<file path="config.mk">
export PLATFORM = sky130hd
export DESIGN_NAME = mmu_req_sequencer
export DESIGN_NICKNAME = d
export VERILOG_FILES = /design/src/rtl/mmu_req_sequencer.sv
export SDC_FILE = /design/constraint.sdc
export NUM_CORES = 1
export LEC_CHECK = 0
export ABC_AREA = 1
export BUFFER_PORTS_ARGS = -buffer_cell sky130_fd_sc_hd__buf_2
export CAP_MARGIN = 20
export CORE_MARGIN = 2
export CORE_UTILIZATION = 45
export CTS_BUF_LIST = sky130_fd_sc_hd__clkbuf_8 sky130_fd_sc_hd__clkbuf_16
export DETAILED_ROUTE_END_ITERATION = 12
export PLACE_DENSITY = 0.75
export SYNTH_ARGS = -nofsm -noshare
export SYNTH_HDL_FRONTEND = slang
export SYNTH_SLANG_ARGS = --single-unit
</file>
<file path="constraint.sdc">
create_clock -name clk_i -period 4.92 [get_ports clk_i]
set_input_delay 0.984 -clock clk_i [delete_from_list [all_inputs] [get_ports clk_i]]
set_output_delay 0.984 -clock clk_i [all_outputs]
set_load 0.005 [all_outputs]
</file>
<file path="src/rtl/mmu_req_sequencer.sv">
// -----------------------------------------------------------------------------
// mmu_req_sequencer
//
// Translation front-end in front of the load/store MMU port of the address
// generator. Accepts one virtual-address translation at a time. Repeat accesses
// to the same page are answered from a one-entry micro-TLB. Anything else
// raises a single-cycle MMU request and waits, with a timeout, for the result.
// The physical address or exception goes back over a response handshake.
//
// Ports
//   clk_i, rst_ni               clock, synchronous active-low reset
//   en_ld_st_translation_i      translation enable, sampled at acceptance
//   flush_i                     invalidate the micro-TLB entry
//   req_valid_i / req_ready_o   request handshake (ready only in IDLE)
//   req_vaddr_i, req_is_store_i request virtual address and store flag
//   rsp_valid_o / rsp_ready_i   response handshake
//   rsp_paddr_o, rsp_exception_o  response physical address and exception
//   mmu_req_o, mmu_vaddr_o, mmu_is_store_o   one-cycle request to the MMU
//   mmu_valid_i, mmu_paddr_i, mmu_exception_i  MMU result
//   timeout_o                   one-cycle pulse when the MMU wait expires
// -----------------------------------------------------------------------------

// Local mirror of ariane_pkg::exception_t so the block stands alone; field
// order and widths match the core's definition at integration.
package mmu_req_sequencer_pkg;
    localparam int unsigned XLEN = 64;
    localparam logic [XLEN-1:0] LOAD_ACCESS_FAULT  = XLEN'(5);
    localparam logic [XLEN-1:0] STORE_ACCESS_FAULT = XLEN'(7);

    typedef struct packed {
        logic [XLEN-1:0] cause;
        logic [XLEN-1:0] tval;
        logic            valid;
    } exception_t;
endpackage

module mmu_req_sequencer
    import mmu_req_sequencer_pkg::*;
#(
    parameter int unsigned VAddrWidth     = 64,
    parameter int unsigned PAddrWidth     = 56,
    parameter int unsigned PageOffsetBits = 12,
    parameter int unsigned TimeoutCycles  = 64
) (
    input  logic                  clk_i,
    input  logic                  rst_ni,
    input  logic                  en_ld_st_translation_i,
    input  logic                  flush_i,
    input  logic                  req_valid_i,
    output logic                  req_ready_o,
    input  logic [VAddrWidth-1:0] req_vaddr_i,
    input  logic                  req_is_store_i,
    output logic                  rsp_valid_o,
    input  logic                  rsp_ready_i,
    output logic [PAddrWidth-1:0] rsp_paddr_o,
    output exception_t            rsp_exception_o,
    output logic                  mmu_req_o,
    output logic [VAddrWidth-1:0] mmu_vaddr_o,
    output logic                  mmu_is_store_o,
    input  logic                  mmu_valid_i,
    input  logic [PAddrWidth-1:0] mmu_paddr_i,
    input  exception_t            mmu_exception_i,
    output logic                  timeout_o
);

    localparam int unsigned VpnW = VAddrWidth - PageOffsetBits;
    localparam int unsigned PpnW = PAddrWidth - PageOffsetBits;
    localparam int unsigned CntW = $clog2(TimeoutCycles + 1);

    typedef enum logic [1:0] {IDLE, REQ, WAIT, RSP} state_e;

    state_e                r_state, w_state_next;
    logic [VAddrWidth-1:0] r_vaddr;
    logic                  r_is_store;
    logic                  r_en;
    logic [PAddrWidth-1:0] r_paddr;
    exception_t            r_exc;
    logic                  r_tlb_valid;
    logic [VpnW-1:0]       r_tlb_vpn;
    logic [PpnW-1:0]       r_tlb_ppn;
    logic                  r_tlb_store_ok;
    logic [CntW-1:0]       r_cnt;

    logic w_accept, w_hit, w_mmu_done, w_expire, w_fill;

    assign w_accept = rst_ni && (r_state == IDLE) && req_valid_i;

    // Lookup reads the registered entry, so a flush in the acceptance cycle
    // only takes effect for later requests. A load-filled entry does not
    // grant store permission.
    assign w_hit = r_tlb_valid
                && (r_tlb_vpn == req_vaddr_i[VAddrWidth-1:PageOffsetBits])
                && (r_tlb_store_ok || !req_is_store_i);

    assign w_mmu_done = (r_state == WAIT) && mmu_valid_i;
    // A result arriving in the expiry cycle takes priority over the timeout.
    assign w_expire   = (r_state == WAIT) && !mmu_valid_i
                     && (r_cnt == CntW'(TimeoutCycles - 1));
    // Faulting translations are never cached; a concurrent flush wins.
    assign w_fill     = w_mmu_done && r_en && !mmu_exception_i.valid && !flush_i;

    always_ff @(posedge clk_i) begin
        if (!rst_ni) begin
            r_state <= IDLE;
        end else begin
            r_state <= w_state_next;
        end
    end

    // All outputs are forced low while reset is asserted, including ready.
    always_comb begin
        w_state_next    = r_state;
        req_ready_o     = 1'b0;
        rsp_valid_o     = 1'b0;
        rsp_paddr_o     = '0;
        rsp_exception_o = '0;
        mmu_req_o       = 1'b0;
        mmu_vaddr_o     = '0;
        mmu_is_store_o  = 1'b0;
        timeout_o       = 1'b0;
        if (rst_ni) begin
            unique case (r_state)
                IDLE: begin
                    req_ready_o = 1'b1;
                    if (req_valid_i) begin
                        w_state_next = (!en_ld_st_translation_i || w_hit) ? RSP : REQ;
                    end
                end
                REQ: begin
                    mmu_req_o      = 1'b1;
                    mmu_vaddr_o    = r_vaddr;
                    mmu_is_store_o = r_is_store;
                    w_state_next   = WAIT;
                end
                WAIT: begin
                    mmu_vaddr_o    = r_vaddr;
                    mmu_is_store_o = r_is_store;
                    timeout_o      = w_expire;
                    if (mmu_valid_i || w_expire) begin
                        w_state_next = RSP;
                    end
                end
                RSP: begin
                    rsp_valid_o     = 1'b1;
                    rsp_paddr_o     = r_paddr;
                    rsp_exception_o = r_exc;
                    if (rsp_ready_i) begin
                        w_state_next = IDLE;
                    end
                end
                default: w_state_next = IDLE;
            endcase
        end
    end

    always_ff @(posedge clk_i) begin
        if (!rst_ni) begin
            r_vaddr        <= '0;
            r_is_store     <= 1'b0;
            r_en           <= 1'b0;
            r_paddr        <= '0;
            r_exc          <= '0;
            r_tlb_valid    <= 1'b0;
            r_tlb_vpn      <= '0;
            r_tlb_ppn      <= '0;
            r_tlb_store_ok <= 1'b0;
            r_cnt          <= '0;
        end else begin
            if (w_accept) begin
                r_vaddr    <= req_vaddr_i;
                r_is_store <= req_is_store_i;
                r_en       <= en_ld_st_translation_i;
                r_exc      <= '0;
                // With translation off the micro-TLB is bypassed entirely.
                if (!en_ld_st_translation_i) begin
                    r_paddr <= req_vaddr_i[PAddrWidth-1:0];
                end else if (w_hit) begin
                    r_paddr <= {r_tlb_ppn, req_vaddr_i[PageOffsetBits-1:0]};
                end
            end

            if (r_state == REQ) begin
                r_cnt <= '0;
            end else if (r_state == WAIT) begin
                r_cnt <= r_cnt + CntW'(1);
            end

            if (w_mmu_done) begin
                r_paddr <= mmu_paddr_i;
                r_exc   <= mmu_exception_i;
            end else if (w_expire) begin
                // No translation exists on timeout; report an access fault
                // with a zero physical address.
                r_paddr     <= '0;
                r_exc.valid <= 1'b1;
                r_exc.cause <= r_is_store ? STORE_ACCESS_FAULT : LOAD_ACCESS_FAULT;
                r_exc.tval  <= XLEN'(r_vaddr);
            end

            if (flush_i) begin
                r_tlb_valid <= 1'b0;
            end else if (w_fill) begin
                r_tlb_valid    <= 1'b1;
                r_tlb_vpn      <= r_vaddr[VAddrWidth-1:PageOffsetBits];
                r_tlb_ppn      <= mmu_paddr_i[PAddrWidth-1:PageOffsetBits];
                r_tlb_store_ok <= r_is_store;
            end
        end
    end

endmodule

</file>
* Word level (Yosys, flattened, before mapping)
Index checks and enable logic that the tools add are counted.
** Storage, ports and cells
- Memories :: 0
- Memory bits (writable) :: 0
- Bits in latches :: 0
- Output and inout bits :: 254
- Bits in read-only memories :: 0
- Input port bits :: 257
- Register bits after elaboration :: 358
** Cells by class
- Shifts and indexed selects :: 0
- Add/subtract/negate cells :: 1
- Bitwise logic cells :: 2
- $lt $le $gt $ge :: 0
- Muxes and demuxes :: 30
- Multiply operators :: 0
- Reductions and logical operators :: 26
- Divide/modulo/power cells :: 0
- Equality and inequality tests :: 9
** Operators by type and width (number)
- $mux W129 :: 5
- $mux W56 :: 7
- $mux W64 :: 2
- $eq A52 B52 Y1 :: 1
- $logic_and A1 B1 Y1 :: 10
- $mux W1 :: 10
- $mux W2 :: 5
- $pmux W2 S4 :: 1
- $add A7 B1 Y7 const B :: 1
- $eq A7 B6 Y1 const B :: 1
- $reduce_or A2 Y1 :: 3
- $logic_not A1 Y1 :: 5
- $eq A2 B2 Y1 const B :: 2
- $ne A2 B2 Y1 const B :: 2
- $ne A4 B1 Y1 const B :: 1
- $reduce_and A2 Y1 :: 2
- $logic_or A1 B1 Y1 :: 3
- $reduce_and A3 Y1 :: 1
- $reduce_bool A3 Y1 :: 1
- $eq A2 B1 Y1 const B :: 1
- $logic_not A2 Y1 :: 1
- $ne A2 B1 Y1 const B :: 1
- $not A1 Y1 :: 2

* Longest topological paths before layout
Gate-level depths: netlist of run 1.
- Depth after elaboration :: 8
- Mapped depth :: 15

* Worst setup path after synthesis of run 1
No wires, ideal clock.
- Kind :: in2out
- Start point :: input port rst_ni
- End point :: output port mmu_req_o
- Path slack :: 2007 ps
- Arrival :: 1929 ps
- Data required time :: 3936 ps
- Cell stages on the path :: 5
- Cell sequence :: clkbuf_1 clkbuf_1 buf_1 nand2_1 inv_1
** On the way
- Word-level cells in the longest chain between the ends :: 1
** RTL lines
- from (decl) :: line 46 : input logic rst_ni,
- $mux W1 :: line 121 : if (rst_ni) begin
- to (decl) :: line 57 : output logic mmu_req_o,
Every way passes these cells.

* Worst setup path in the final report of run 1
- Start point :: register r_cnt[1]
- End point :: output port timeout_o
** On the way
- Word-level cells in the longest chain between the ends :: 4
** RTL lines
- from (decl) :: line 82 : logic [CntW-1:0] r_cnt;
- from (signal assigned) :: line 185 : r_cnt <= r_cnt + CntW'(1);
- $eq A7 B6 Y1 :: line 98 : && (r_cnt == CntW'(TimeoutCycles - 1));
- $logic_and A1 B1 Y1 :: line 98
- $mux W1 :: line 122 : unique case (r_state)
- $mux W1 :: line 121
- to (decl) :: line 63 : output logic timeout_o
Every way passes these cells.

==> impl_metrics.json, run 1 <==
{
  "status": "finished clean",
  "hp-class": "reg2reg",
  "syn_area_sq_um": 17500,
  "crit_slowest_cell": "buf_4",
  "routedWlPerCell_um": 17.7,
  "cts.clk_slew.worst_paths_ps": 60,
  "route.vias.total": 19336,
  "layout_commonest_cell": "buf_2",
  "wl_mm": 64.6,
  "die_area_sq_um": 40600,
  "finalClockSkew_ps": 17.5,
  "synth-async-reset-ratio_pct": 0,
  "synth.distinct_cells": 30,
  "post_cts_resized": 0,
  "setup_viol": 0,
  "htree_num_levels": 2,
  "fmax_mhz": 278,
  "clkSinkCount": 358,
  "worst-path-max-fanout": 67,
  "antenna_found_initial": 15,
  "yosys_warnings": 0,
  "holdWs_ps": 462,
  "routed_via_density": 5.29,
  "cap_violations": 0,
  "final_area_sq_um": 21600,
  "track_usage_pct": 30.6,
  "layout_common_cells": "buf_2, nor2_1, nand2_1",
  "syn-instance-count": 2722,
  "start_kind": "flop",
  "numCtsBuffers": 41,
  "fin_crit_sh_pct": 73.2,
  "slowest_delay_ps": 680,
  "nets": 3358,
  "finalPower_mw": 8.74,
  "syn_nets": 2985,
  "drv_slew": 0,
  "cts_root_buffer": "clkbuf_16",
  "avgSynthCellArea_sq_um": 6.44,
  "ys_seq_elements": 358,
  "grt_pass1_wl_mm": 99.4,
  "io_buffer_count": 510,
  "leakage_nw": 9.65,
  "grt_max_degree": 131,
  "final_hold_viol_count": 0,
  "globalRoute.totalOverflow": 0,
  "cts_tree": "built",
  "clock_path_buffers": 3,
  "drive_gt1_share_pct": 19.9,
  "dieHeight_um": 201,
  "drt_first_pass_iters": 6,
  "ys.flop_type": "dfxtp_1",
  "dpl-instance-area_sq_um": 20100,
  "rsz0062_at_grt": "false",
  "core_sq_um": 38600,
  "synth-edff-count": 0,
  "tightest_slew_ps": 1000,
  "yosysSeqAreaShare_pct": 40.9,
  "gp_congestion": 0.871,
  "clock_latency_ps": 560,
  "cp.arrival_ps": 2620,
  "dp.final_hpwl_mm": 45.0,
  "ant_nets": 0,
  "rows": 72,
  "die_w_um": 201,
  "drt_drc_violations_left": 0,
  "slew_headroom_pct": 33.3,
  "power_density_nw_per_um2": 405,
  "period_needed_ps": 3600,
  "cts_hold_buf": 0,
  "utilization_pct": 56.0,
  "grt_pass1_vias": 18343,
  "critical_path_required_ps": 3940,
  "peakVddDrop_v": 0.000323,
  "syn_to_final_growth_pct": 23.1,
  "start_util_pct": 45.5,
  "post_cts_buffers": 0,
  "fin_setup_tns_ps": 0,
  "drt_iter0_markers": 1626,
  "ioPinCount": 511,
  "criticalPathCategory": "reg2out",
  "path_cells": "ha_1 > nand3_2 > nor2_4 > buf_4 > nand2_1 > nor3_1 > buf_2",
  "end_kind": "output port"
}
[path summary, 6_finish.rpt]
kind,from,to,slack (ps),depth (start not counted)
max reg2reg,r_state[0],r_exc[41],1480,12
max,r_cnt[1],timeout_o,1320,7
min reg2reg,r_exc[113],r_exc[113],460,2
min,r_exc[113],r_exc[113],460,2
[cell type report]
class                   count  area, sq um
repair buffers            536         2850
diodes                     11         27.5
clock buffers              56         1250
clock inverters            20          125
multi-input cells        1815         8210
well taps                 518          648
inverters                 343         1300
flip-flops and latches    358         7170
fillers                  3878        17000
[synthesized netlist by cell type, drive strengths merged (7+ instances only)]
master    n  share of area [%]
mux2i    21                1.2
a21oi   158                4.5
a31oi    65                2.3
nor2    508                 11
o22ai     7               0.25
nand2   491                 11
buf      60                2.0
dfxtp   358                 41
inv     343                7.3
o21ai   232                6.6
clkbuf  146                3.1
nand3   308                8.9
[routing by layer]
metal | part of all wire [%] | track usage, %
met3 | 7.6 | 5.62
met2 | 49 | 54.5
met4 | 3.9 | 12.1
met5 | 0.054 | 0
met1 | 39 | 36.3
[state kept, by name, summed over array words and instances (netlist names)]
signal	count
r_state	2
r_exc	129
r_is_store	1
r_tlb_store_ok	1
r_vaddr	64
r_tlb_ppn	44
r_cnt	7
r_en	1
r_paddr	56
r_tlb_valid	1
r_tlb_vpn	52
[metrics by stage]
step | cells | worst slack (ps)
global route | 3652 | 1120
finish | 3657 | 1320
global placement | 3567 | 1190
floorplan | 2722 | 2010
detailed placement | 3567 | 1030
CTS | 3643 | 1310
[critical path, delay by kind of cell (launching register included)]
family	cells	cell delay, ps
buf+inv	2	890
simple gates	4	610
flops	1	360
fa+ha+maj	1	200
[report_power, final]
part           total (mW)  switching [mW]  internal, mW
Clock                3.10            1.26          1.83
Combinational        2.21            1.57         0.640
Sequential           3.43           0.208          3.23
Total                8.74            3.04          5.70
[kinds of logic (layout without fill, tap and decap cells)]
logic type	count (synthesis)	after routing	share of synthesized area [%]
and+or+nand+nor	1315	1315	30.8
DFF	358	358	40.9
buffers and inverters	549	955	12.5
xor gates and xnor gates	7	7	0.350
adders and majority gates	6	6	0.428
muxes	21	21	1.20
other	0	11	0
AOI/OAI and AO/OA	466	466	13.9
(Power assumes the default switching activity.)
==> inputs of run 2 (changes only) <==
--- a/config.mk
+++ b/config.mk
@@ -12,7 +12,7 @@
 export CORE_UTILIZATION = 45
 export CTS_BUF_LIST = sky130_fd_sc_hd__clkbuf_8 sky130_fd_sc_hd__clkbuf_16
 export DETAILED_ROUTE_END_ITERATION = 12
-export PLACE_DENSITY = 0.75
+export PLACE_DENSITY = 0.78
 export SYNTH_ARGS = -nofsm -noshare
 export SYNTH_HDL_FRONTEND = slang
 export SYNTH_SLANG_ARGS = --single-unit
==> constraint.sdc (replaced) <==
create_clock -name clk_i -period 3.21 [get_ports clk_i]
set_input_delay 0.642 -clock clk_i [delete_from_list [all_inputs] [get_ports clk_i]]
set_output_delay 0.642 -clock clk_i [all_outputs]
set_load 0.005 [all_outputs]
==> run 2 against run 1 <==
Against the previous run: critical path depth shrank 2; flip-flop and latch count stayed put; combinational power is 54% higher; first-iteration DRC count up 3.1%; clock skew grew 0.79 ps; final cell count fell by 0.19%; sequential share of layout area hardly changed; power grew 51%; via count decreased by 1.1%; critical endpoint is now rsp_exception_o[67].
==> impl_metrics.json, run 2 (same netlist as run 1, synthesis figures left out) <==
{
  "critical_path_required_ps": 2570,
  "utilization_pct": 55.9,
  "clkSinkCount": 358,
  "leakage_nw": 9.63,
  "clock_latency_ps": 550,
  "startpoint": "r_state[1]",
  "slew_headroom_pct": 38.6,
  "ant_nets": 0,
  "r2r-end": "r_exc[107]",
  "post_cts_buffers": 0,
  "worst-path-max-fanout": 59,
  "largest_reg_flops": 129,
  "grt_pass1_vias": 17275,
  "route.vias.total": 19121,
  "cts_root_buffer": "clkbuf_16",
  "cp-endpoint": "rsp_exception_o[67]",
  "rows": 72,
  "drt_first_pass_iters": 5,
  "globalRoute.totalOverflow": 0,
  "holdCritStartpoint": "req_vaddr_i[28]",
  "finalClockSkew_ps": 18.3,
  "numCtsBuffers": 39,
  "drv_slew": 0,
  "die_w_um": 201,
  "nets": 3359,
  "end_kind": "output port",
  "cap_violations": 0,
  "ff2ff_setup_slack_ps": 560,
  "tightest_slew_ps": 922,
  "power_density_nw_per_um2": 611,
  "htree_num_levels": 2,
  "core_sq_um": 38600,
  "routed_via_density": 5.24,
  "drt_drc_violations_left": 0,
  "cp.arrival_ps": 2280,
  "die_area_sq_um": 40600,
  "drive_gt1_share_pct": 19.9,
  "status": "finished clean",
  "cts_tree": "built",
  "reg_top3": "r_exc (129), r_vaddr (64), r_paddr (56)",
  "wl_mm": 61.2,
  "dp.final_hpwl_mm": 41.7,
  "dieHeight_um": 201,
  "fillers": 3857,
  "final_area_sq_um": 21600,
  "peakVddDrop_v": 0.000460,
  "fin_setup_tns_ps": 0,
  "syn_to_final_growth_pct": 23.0,
  "start_kind": "flop",
  "hp-class": "in2reg",
  "clock_path_buffers": 3,
  "grt_pass1_wl_mm": 93.5,
  "r2r_start": "r_state[0]",
  "fin_crit_sh_pct": 90.9,
  "largest_register": "r_exc",
  "ioPinCount": 511,
  "fmax_mhz": 343,
  "setup_viol": 0,
  "criticalPathCategory": "reg2out",
  "antenna_found_initial": 14,
  "cts.clk_slew.worst_paths_ps": 60,
  "worstRegToRegCells": 12,
  "rsz0062_at_grt": "false",
  "dpl-instance-area_sq_um": 20200,
  "drt_iter0_markers": 1676,
  "track_usage_pct": 29.0,
  "layout_commonest_cell": "buf_2",
  "final_hold_viol_count": 0,
  "cts_hold_buf": 0,
  "routedWlPerCell_um": 16.8,
  "io_buffer_count": 510,
  "grt_max_degree": 181,
  "start_util_pct": 45.5,
  "layout_common_cells": "buf_2, nor2_1, nand2_1",
  "period_needed_ps": 2920,
  "gp_congestion": 0.876
}
[run 2: cell count changes in the layout (fill, tap and decap cells not counted), sizes merged]
cell / change
inv: -3
buf: +3
bufinv: +1
clkinv: -1
clkbuf: -5
diode: -2
[run 2: how the worst min path moves through the flow]
stage                     end  slack [ps]  cells after the start
2_1_floorplan  r_tlb_store_ok         430                      2
3_3_place_gp   r_tlb_store_ok         440                      2
3_5_place_dp        r_exc[94]         450                      2
5_1_grt         r_tlb_ppn[35]         320                      3
6_report          r_vaddr[28]         320                      3
4_1_cts           r_vaddr[28]         290                      3
[run 2: cell type report]
cell class              instances  area, sq um  area share (%)
diodes                          9         22.5           0.104
clock buffers                  51         1140            5.29
clock inverters                17          131           0.609
inverters                     343         1300            6.02
multi-input cells            1815         8210            38.1
flip-flops and latches        358         7170            33.2
well taps                     518          648            3.01
repair buffers                539         2940            13.7
[run 2: metrics by stage]
| step | hold WS (ps) | std cells | power, mW | setup slack, ps |
|---|---|---|---|---|
| detailed placement | 452 | 3572 | 8.72 | 562 |
| global route | 321 | 3647 | 13.8 | 156 |
| floorplan | 430 | 2722 | 7.56 | 874 |
| global placement | 441 | 3572 | 8.69 | 603 |
| CTS | 290 | 3640 | 13.2 | 95.4 |
| finish | 320 | 3650 | 13.2 | 291 |
[run 2: what timing repair did]
action | in CTS | in global routing
gates resized for setup | 0 | 1
setup endpoints to repair | 0 | 1
endpoints found under the hold margin | 0 | 0
[run 2: power by group]
group / total [mW] / leakage, nW / internal (mW) / switching (mW)
logic: 3.41 / 6.06 / 1.04 / 2.37
registers: 5.25 / 2.91 / 4.94 / 0.309
clock network: 4.50 / 0.667 / 2.65 / 1.86
total: 13.2 / 9.63 / 8.63 / 4.54
[run 2: critical path: stages, from the launching register on]
cell and delay (ps):
dfxtp_1 360, ha_1 240, nand2_4 240, buf_4 530, nor2_1 150, buf_2 160
[run 2: routing by layer]
metal,wire length (um),up-vias,share of wire [%],track usage (%)
met4,2590,12,4.2,13.3
met2,29300,788,48,49.3
met1,24200,8803,40,35.4
met5,77,-,0.13,0
met3,5020,155,8.2,5.56
li1,-,9363,-,-
